==> config.mk <==
export PLATFORM = sky130hd
export DESIGN_NAME = sink_in_1bit_s
export DESIGN_NICKNAME = d
export VERILOG_FILES = /design/src/rtl/sink_in_1bit_s.sv
export SDC_FILE = /design/constraint.sdc
export NUM_CORES = 1
export LEC_CHECK = 0
export CAP_MARGIN = 20
export CORE_ASPECT_RATIO = 1.4
export CORE_MARGIN = 4
export CORE_UTILIZATION = 48
export CTS_CLUSTER_SIZE = 24
export DETAILED_ROUTE_END_ITERATION = 12
export PLACE_DENSITY = 0.82
export SETUP_SLACK_MARGIN = 0.5
export SLEW_MARGIN = 40
export SYNTH_ARGS = -nofsm -noshare
export SYNTH_HDL_FRONTEND = slang
export SYNTH_SLANG_ARGS = --single-unit
==> constraint.sdc <==
create_clock -name clk -period 2.7 [get_ports clk]
set_clock_uncertainty 0.1 [all_clocks]
set_input_delay 0.405 -clock clk [delete_from_list [all_inputs] [get_ports clk]]
set_output_delay 0.405 -clock clk [all_outputs]
set_load 0.02 [all_outputs]
==> src/rtl/sink_in_1bit_s.sv <==
// Serial 1-bit stream receiver: deserializes MSB-first into WIDTH-bit words with a valid/ready output.
// Define SINK_IN_PARITY_EN to expect a trailing even-parity bit after every word.
module sink_in_1bit_s #(
  parameter int unsigned WIDTH = 8,
  parameter int unsigned CNT_W = 16
) (
  input  logic             clk,
  input  logic             rst,
  input  logic             data_en_in,
  input  logic             data_in,
  input  logic             out_ready,
  input  logic             clr_status,
  output logic [WIDTH-1:0] out_data,
  output logic             out_valid,
  output logic             frame_start,
  output logic             frame_end,
  output logic             frame_err,
  output logic             overflow,
  output logic             parity_err,
  output logic [CNT_W-1:0] frame_cnt
);

`ifdef SINK_IN_PARITY_EN
  localparam int unsigned BPW  = WIDTH + 1;
  localparam int unsigned SH_W = WIDTH;
`else
  localparam int unsigned BPW  = WIDTH;
  localparam int unsigned SH_W = WIDTH - 1;
`endif
  localparam int unsigned BC_W = $clog2(BPW);

  typedef enum logic {S_IDLE, S_RECV} state_t;

  state_t           r_state;
  logic             r_en;
  logic             r_d;
  logic [SH_W-1:0]  r_shreg;
  logic [BC_W-1:0]  r_bit_cnt;
  logic [WIDTH-1:0] r_out_data;
  logic             r_out_valid;
  logic             r_frame_start;
  logic             r_frame_end;
  logic             r_frame_err;
  logic             r_overflow;
  logic [CNT_W-1:0] r_frame_cnt;

  logic             w_word_done;
  logic             w_drop;
  logic [WIDTH-1:0] w_word;

  assign w_word_done = r_en && (r_bit_cnt == BC_W'(BPW - 1));
  assign w_drop      = w_word_done && r_out_valid && !out_ready;

`ifdef SINK_IN_PARITY_EN
  // Current bit is the parity bit; the data bits are already in the shift register.
  logic r_parity_err;
  logic w_par_bad;
  assign w_word     = r_shreg;
  assign w_par_bad  = ^{r_shreg, r_d};
  assign parity_err = r_parity_err;
`else
  assign w_word     = {r_shreg, r_d};
  assign parity_err = 1'b0;
`endif

  always_ff @(posedge clk) begin
    if (rst) begin
      r_state       <= S_IDLE;
      r_en          <= 1'b0;
      r_d           <= 1'b0;
      r_shreg       <= '0;
      r_bit_cnt     <= '0;
      r_out_data    <= '0;
      r_out_valid   <= 1'b0;
      r_frame_start <= 1'b0;
      r_frame_end   <= 1'b0;
      r_frame_err   <= 1'b0;
      r_overflow    <= 1'b0;
      r_frame_cnt   <= '0;
`ifdef SINK_IN_PARITY_EN
      r_parity_err  <= 1'b0;
`endif
    end else begin
      r_en          <= data_en_in;
      r_d           <= data_in;
      r_frame_start <= 1'b0;
      r_frame_end   <= 1'b0;
      r_frame_err   <= 1'b0;
`ifdef SINK_IN_PARITY_EN
      r_parity_err  <= 1'b0;
`endif

      if (r_frame_end) begin
        r_frame_cnt <= r_frame_cnt + CNT_W'(1);
      end

      case (r_state)
        S_IDLE: begin
          if (r_en) begin
            r_state       <= S_RECV;
            r_frame_start <= 1'b1;
          end
        end
        S_RECV: begin
          if (!r_en) begin
            r_state     <= S_IDLE;
            r_frame_end <= 1'b1;
            r_frame_err <= (r_bit_cnt != '0);
          end
        end
        default: r_state <= S_IDLE;
      endcase

      // Partial bits are discarded whenever the enable drops.
      if (r_en) begin
        r_shreg   <= SH_W'({r_shreg, r_d});
        r_bit_cnt <= w_word_done ? '0 : r_bit_cnt + BC_W'(1);
      end else begin
        r_bit_cnt <= '0;
      end

      if (w_word_done && !w_drop) begin
        r_out_valid  <= 1'b1;
        r_out_data   <= w_word;
`ifdef SINK_IN_PARITY_EN
        r_parity_err <= w_par_bad;
`endif
      end else if (r_out_valid && out_ready) begin
        r_out_valid <= 1'b0;
      end

      // A drop wins over a simultaneous clear.
      if (w_drop) begin
        r_overflow <= 1'b1;
      end else if (clr_status) begin
        r_overflow <= 1'b0;
      end
    end
  end

  assign out_data    = r_out_data;
  assign out_valid   = r_out_valid;
  assign frame_start = r_frame_start;
  assign frame_end   = r_frame_end;
  assign frame_err   = r_frame_err;
  assign overflow    = r_overflow;
  assign frame_cnt   = r_frame_cnt;

endmodule

==> key figures <==
Final layout
  • Share of layout cells above drive strength 1: 0.0777
  • # fillers: 266
  • N_diodes: 0
  • FF/Latch Area: 841 µm²
  • Footprint of the multi-input gates: 749 µm²
  • Fin nets: around 220
  • Area grow syn2layout: 27.8%

Power and ir drop
  • Tot Pwr: 1.08 mW
  • Static leakage: 0.781 nW
  • Cell Pwr Density: 511 nW/µm²
  • VDD IR-drop max: 0.402 mV

Die
  • Num rows: 24
  • Die ar.: 4440 µm²
  • Initial Utilization: 0.512
  • Die W: 57.5 µm
  • Chip height: 77.3 µm
  • Ports: 36
  • Core ar.: between 3000 and 4000 µm²

Critical path
  • Setup crit end kind: output port
  • Crit path buffers/inverters: 1
  • Critical path's largest stage delay: between 0.6 and 0.7 ns
  • R2R Setup Slk: 0.86 ns
  • Delay-heaviest family, CP: buffers and inverters
  • CP cell instances: clkdlybuf4s50_1
  • Slowest CP cell: clkdlybuf4s50_1
  • CP Data Required Time: 2.19 ns
  • Worst Path Max Fanout: 11
  • WS Path Type: reg -> out
  • Worst Setup Start Kind: flip-flop
  • Arrival time worst endpoint: ~1.5 ns

Synth
  • Mapped cell area: 1650 µm²
  • EDFF count, synth: 0
  • Synth top area share: 0.511
  • Cell taking the most area after synthesis: dfxtp_1
  • Top_reg_cell synth: dfxtp_1
  • Synth top area cells: dfxtp_1 51%, mux2i_1 9.7%, nor2_1 7.8%
  • Most frequent cell after synthesis: dfxtp_1
  • Top cells by count, synth: 42 x dfxtp_1, 34 x nor2_1, 16 x mux2i_1
  • Sequential element share of the synthesized area: 0.511
  • Avg Inst Size Synth: 9.69 µm²
  • Synth Warn #: 0
  • #FFs+latches synth: between 40 and 50
  • Syn Nets: 180
  • Synth Instances: 170
  • Ys async rst share: 0
  • Synth unique cells: 32

Placed design
  • Routability Congestion: 0.764
  • IO Port Bufs: 34
  • Half-perimeter wire length after placement: 2370 µm

Timing
  • Fin crit share: 0.754
  • Final min period: a little over 2 ns
  • Final hold violations: 0
  • Sum Neg Setup Slack: 0 ns
  • Final setup vio count: 0
  • RSZ-0062 raised after global routing: no
  • Worst-Margin Slew: 0.575 ns
  • Fin. max-slew vios: 0
  • F_max: between 0.4 and 0.5 GHz
  • Relative slew slack: 0.616

Route
  • Drt total wl: ~3300 µm
  • WL/cell: 13.4 µm
  • Vias: around 1300
  • 1st-pass router iterations: 4
  • Vias per std cell: 5.17
  • Initial drt markers: 27
  • Number of routed nets with antenna violations: 0
  • DR DRC count: 0

CTS
  • Clock Latency Late Sink: 0.29 ns
  • Post-CTS setup buffer count: 0
  • Post-CTS sizing: 0
  • Clock tree from TritonCTS: built
  • Clock tree sinks: 42
  • CTS buffer count: 5
  • CTS root buffer: clkbuf_8
  • Longest Clk Path Bufs: 2
  • Clock H-tree levels: 2
  • Hold buffers post-CTS: 0
  • Clock transition at path regs: 0.08 ns

Global route
  • Vias in the first global route: 1301
  • Gr ovfl total: 0
  • Antenna violations before repair: 0
  • Largest net degree at the start of global routing: 27
  • Gr usage total: 0.163
  • First-pass GRT wire length: about 5800 µm

Worst hold path
  • HP Class: reg -> reg

Status
  • Status: finished, final reports clean

Run
  • Max-cap viol count: 0
state kept, by name (all words and copies together), names as in the netlist, 3 cells and up:
name	cells
r_shreg	7
out_data	8
frame_cnt	16
r_bit_cnt	3
stage by stage:
step	cell area, µm²	cells	utilization	hold slack [ns]	setup WS [ns]
after floorplan	1650	170	-	0.284	0.869
after global routing	2100	245	0.655	0.360	0.605
after detailed placement	2010	237	0.625	0.335	0.783
after global placement	2010	237	0.625	0.309	0.834
final	2100	245	0.655	0.335	0.664
after CTS	2100	245	0.655	0.340	0.650
path summary, 6_finish.rpt:
kind / to / from / cells past startpoint
min: frame_start$_SDFF_PP0_ / r_state$_SDFF_PP0_ / 1
min reg2reg: frame_start$_SDFF_PP0_ / r_state$_SDFF_PP0_ / 1
max reg2reg: out_data[5]$_SDFFE_PP0P_ / r_bit_cnt[0]$_SDFF_PP0_ / 6
max: frame_end / frame_end$_SDFF_PP0_ / 1
worst register-to-register path, delay by kind of cell (launching register included):
| family | cells | cell delay (ns) |
|---|---|---|
| adders and majority gates | 2 | 0.41 |
| and+or+nand+nor | 3 | 0.60 |
| DFF | 1 | 0.36 |
| muxes | 1 | 0.26 |
cells in the final DEF, fill, tap and decap left out, types with 2 or more instances in the layout:
cell type         n
nor2b_1           7
dfxtp_1          42
mux2_2            3
nand3_1           5
clkdlybuf4s50_1  34
nor2_1           34
xor2_1            6
nand2b_1          2
mux2i_1          16
nand4_1           5
nand2_1           6
clkbuf_8          6
a21oi_1           3
and4_1            2
xnor2_1           4
inv_1             6
and2_1            2
ha_1              4
nor3_1            4
power breakdown:
part | leakage (nW) | total (mW) | switching [mW] | internal [mW]
clock | 0.0472 | 0.410 | 0.205 | 0.205
combinational | 0.394 | 0.0342 | 0.0176 | 0.0166
sequential | 0.339 | 0.632 | 0.00778 | 0.624
cell families after synthesis:
family                   Yosys count  share of synthesized area
AND/OR/NAND/NOR                   74                      0.224
flip-flops                        42                      0.511
multiplexers                      19                      0.118
buffers and inverters             13                     0.0342
XOR/XNOR                          10                     0.0532
AO/OA/AOI/OAI                      7                     0.0274
adder cells (fa/ha/maj)            4                     0.0304
other                              1                    0.00228
routing by layer:
| metal | global-route usage | part of all wire | vias to the layer above |
|---|---|---|---|
| met5 | 0 | 0 | - |
| met4 | 0.0858 | 0.023 | 0 |
| met3 | 0.0403 | 0.048 | 7 |
| met2 | 0.278 | 0.52 | 34 |
| met1 | 0.181 | 0.41 | 589 |
| li1 | - | - | 637 |
layout make-up:
cell class / count / share of cell area
Multi-Input combinational cell: 115 / 0.356
Sequential cell: 42 / 0.400
Clock buffer: 6 / 0.0392
Clock inverter: 2 / 0.00595
Timing Repair Buffer: 35 / 0.165
Tap cell: 39 / 0.0232
Inverter: 6 / 0.0107
No activity file was read; power rests on OpenSTA's default activity.
==> edit (config.mk and constraints unchanged) <==
Set the parameter `WIDTH` to 16 (it was 8).
--- a/src/rtl/sink_in_1bit_s.sv
+++ b/src/rtl/sink_in_1bit_s.sv
@@ -2,5 +2,5 @@
 // Define SINK_IN_PARITY_EN to expect a trailing even-parity bit after every word.
 module sink_in_1bit_s #(
-  parameter int unsigned WIDTH = 8,
+  parameter int unsigned WIDTH = 16,
   parameter int unsigned CNT_W = 16
 ) (
Ports: changed (resized out_data); port bits go from 36 to 44. The function was not compared with the original's and may differ.
==> edit against the unedited design <==
  * Count of clock-buffer cells in the layout increased by 5
  * Via count increased by 41%
  * Total power increased by 70%
  * Sequential share of layout area increased by 0.46 points
  * Area after synthesis increased by 36%
  * Worst hold slack got worse by 0.019 ns
  * Routed wire length increased by 38%
  * Combinational power increased by 35%
  * Worst setup slack got worse by 0.068 ns
  * Utilization decreased by 1.1 points
  * Sequential cell count increased by 17
  * Sequential power increased by 39%
  * Design area increased by 39%
==> edit: results (changes against the unedited design) <==
\begin{tabular}{lr}
\hline
Metric & Value \\
\hline
\multicolumn{2}{l}{\textbf{GRT}} \\
Maximum number of pins on one net before global-route repair & 36 (was 27) \\
Overall fraction of global-route tracks in use & 17.22\% (was 16.28\%) \\
Vias in the first global route & 1695 (was 1301) \\
\multicolumn{2}{l}{\textbf{Placed design}} \\
Count of input and output buffers & 42 (was 34) \\
Pre-CTS setup slack & 0.6369 ns (was 0.7828 ns) \\
Half-perimeter wire length of the detailed placement result & 3.012 mm (was 2.373 mm) \\
Total placed cells including tap cells & 342 (was 237) \\
Weighted congestion reported at the end of routability-driven placement & 0.7738 (was 0.7643) \\
\multicolumn{2}{l}{\textbf{Routing}} \\
First DRT Iteration DRCs & 108 (was 27) \\
Total number of vias & 1781 (was 1267) \\
\multicolumn{2}{l}{\textbf{Run status}} \\
Result of the run & completed (unchanged) \\
\multicolumn{2}{l}{\textbf{CTS}} \\
Num CTS Buffers & 9 (was 5) \\
Skew-Pair Late Insertion Delay & 0.33 ns (was 0.29 ns) \\
Clock transition at the registers of the reported paths & 0.06 ns (was 0.08 ns) \\
H-Tree Depth & 3 (was 2) \\
\multicolumn{2}{l}{\textbf{Worst setup path}} \\
Number of cells on the worst reg-to-reg path & 5 (was 6) \\
Reg2reg end & out\_data[8] (was out\_data[5]) \\
Data arrival at the endpoint of the critical path & 1.60 ns (was 1.53 ns) \\
\multicolumn{2}{l}{\textbf{Synthesis}} \\
Largest cells by area after synthesis & dfxtp\_1 (53\%), mux2i\_1 (7.1\%), nand2\_1 (6.4\%) (was dfxtp\_1 (51\%), mux2i\_1 (9.7\%), nor2\_1 (7.8\%)) \\
Post-synthesis average cell area & 9.056 µm² (was 9.686 µm²) \\
Synthesized Nets & 257 (was 180) \\
\multicolumn{2}{l}{\textbf{Pwr}} \\
P\_leak & 1.064 nW (was 0.7807 nW) \\
Power Internal & 1.459 mW (was 845.9 µW) \\
\multicolumn{2}{l}{\textbf{Layout}} \\
Final Instance Count excl. Fillers & 358 (was 245) \\
Share of layout cells above drive strength 1 & 8.784\% (was 7.767\%) \\
\# fillers & 381 (was 266) \\
Net total in the final layout & 300 (was 215) \\
\multicolumn{2}{l}{\textbf{Timing}} \\
Slew headroom & 58.48\% (was 61.64\%) \\
Worst hold slack & 0.3160 ns (was 0.3351 ns) \\
\hline
\end{tabular}
==> edit: how the worst max path moves through the flow <==
stage	to	slack (ns)	cells past startpoint	start
CTS	frame_end	0.57	1	frame_end
global placement	out_data[10]	0.69	5	out_ready
floorplan	frame_cnt[12]	0.87	5	frame_cnt[0]
global route	frame_end	0.54	1	frame_end
detailed placement	out_data[6]	0.64	5	out_ready
finish	frame_end	0.60	1	frame_end
==> edit: routing by layer <==
metal / up-vias / routed length (µm) / track usage (%)
li1: 906 / - / -
met1: 832 / 1945 / 19.06
met2: 37 / 2302 / 29.20
met3: 6 / 203 / 6.038
met4: 0 / 79 / 8.491
met5: - / 0 / 0
==> edit: layout make-up <==
cell class / count / area [µm²] / share of cell area [%]
flip-flops and latches: 59 / 1181 / 40.41
multi-input cells: 170 / 977.2 / 33.43
repair buffers: 45 / 437.9 / 14.98
clock buffers: 11 / 151.4 / 5.180
well taps: 62 / 77.57 / 2.654
clock inverters: 5 / 75.07 / 2.568
inverters: 6 / 22.52 / 0.7705
==> edit: logic make-up after synthesis <==
| family | Yosys count | share of synthesized area (%) |
|---|---|---|
| AND/OR/NAND/NOR | 110 | 22.68 |
| flip-flops | 59 | 52.59 |
| AO/OA/AOI/OAI | 26 | 6.073 |
| multiplexers | 19 | 8.635 |
| buffers and inverters | 19 | 3.900 |
| XOR/XNOR | 11 | 4.290 |
| adder cells (fa/ha/maj) | 3 | 1.671 |
| other | 1 | 0.1670 |
==> edit: power by group through the flow <==
stage	Clock (mW)	Combinational, mW	Sequential (mW)
after floorplan	0	0.0330	0.900
after global placement	0	0.0461	0.899
after detailed placement	0	0.0464	0.899
after CTS	0.917	0.0467	0.880
after global routing	0.959	0.0503	0.880
final	0.899	0.0461	0.880
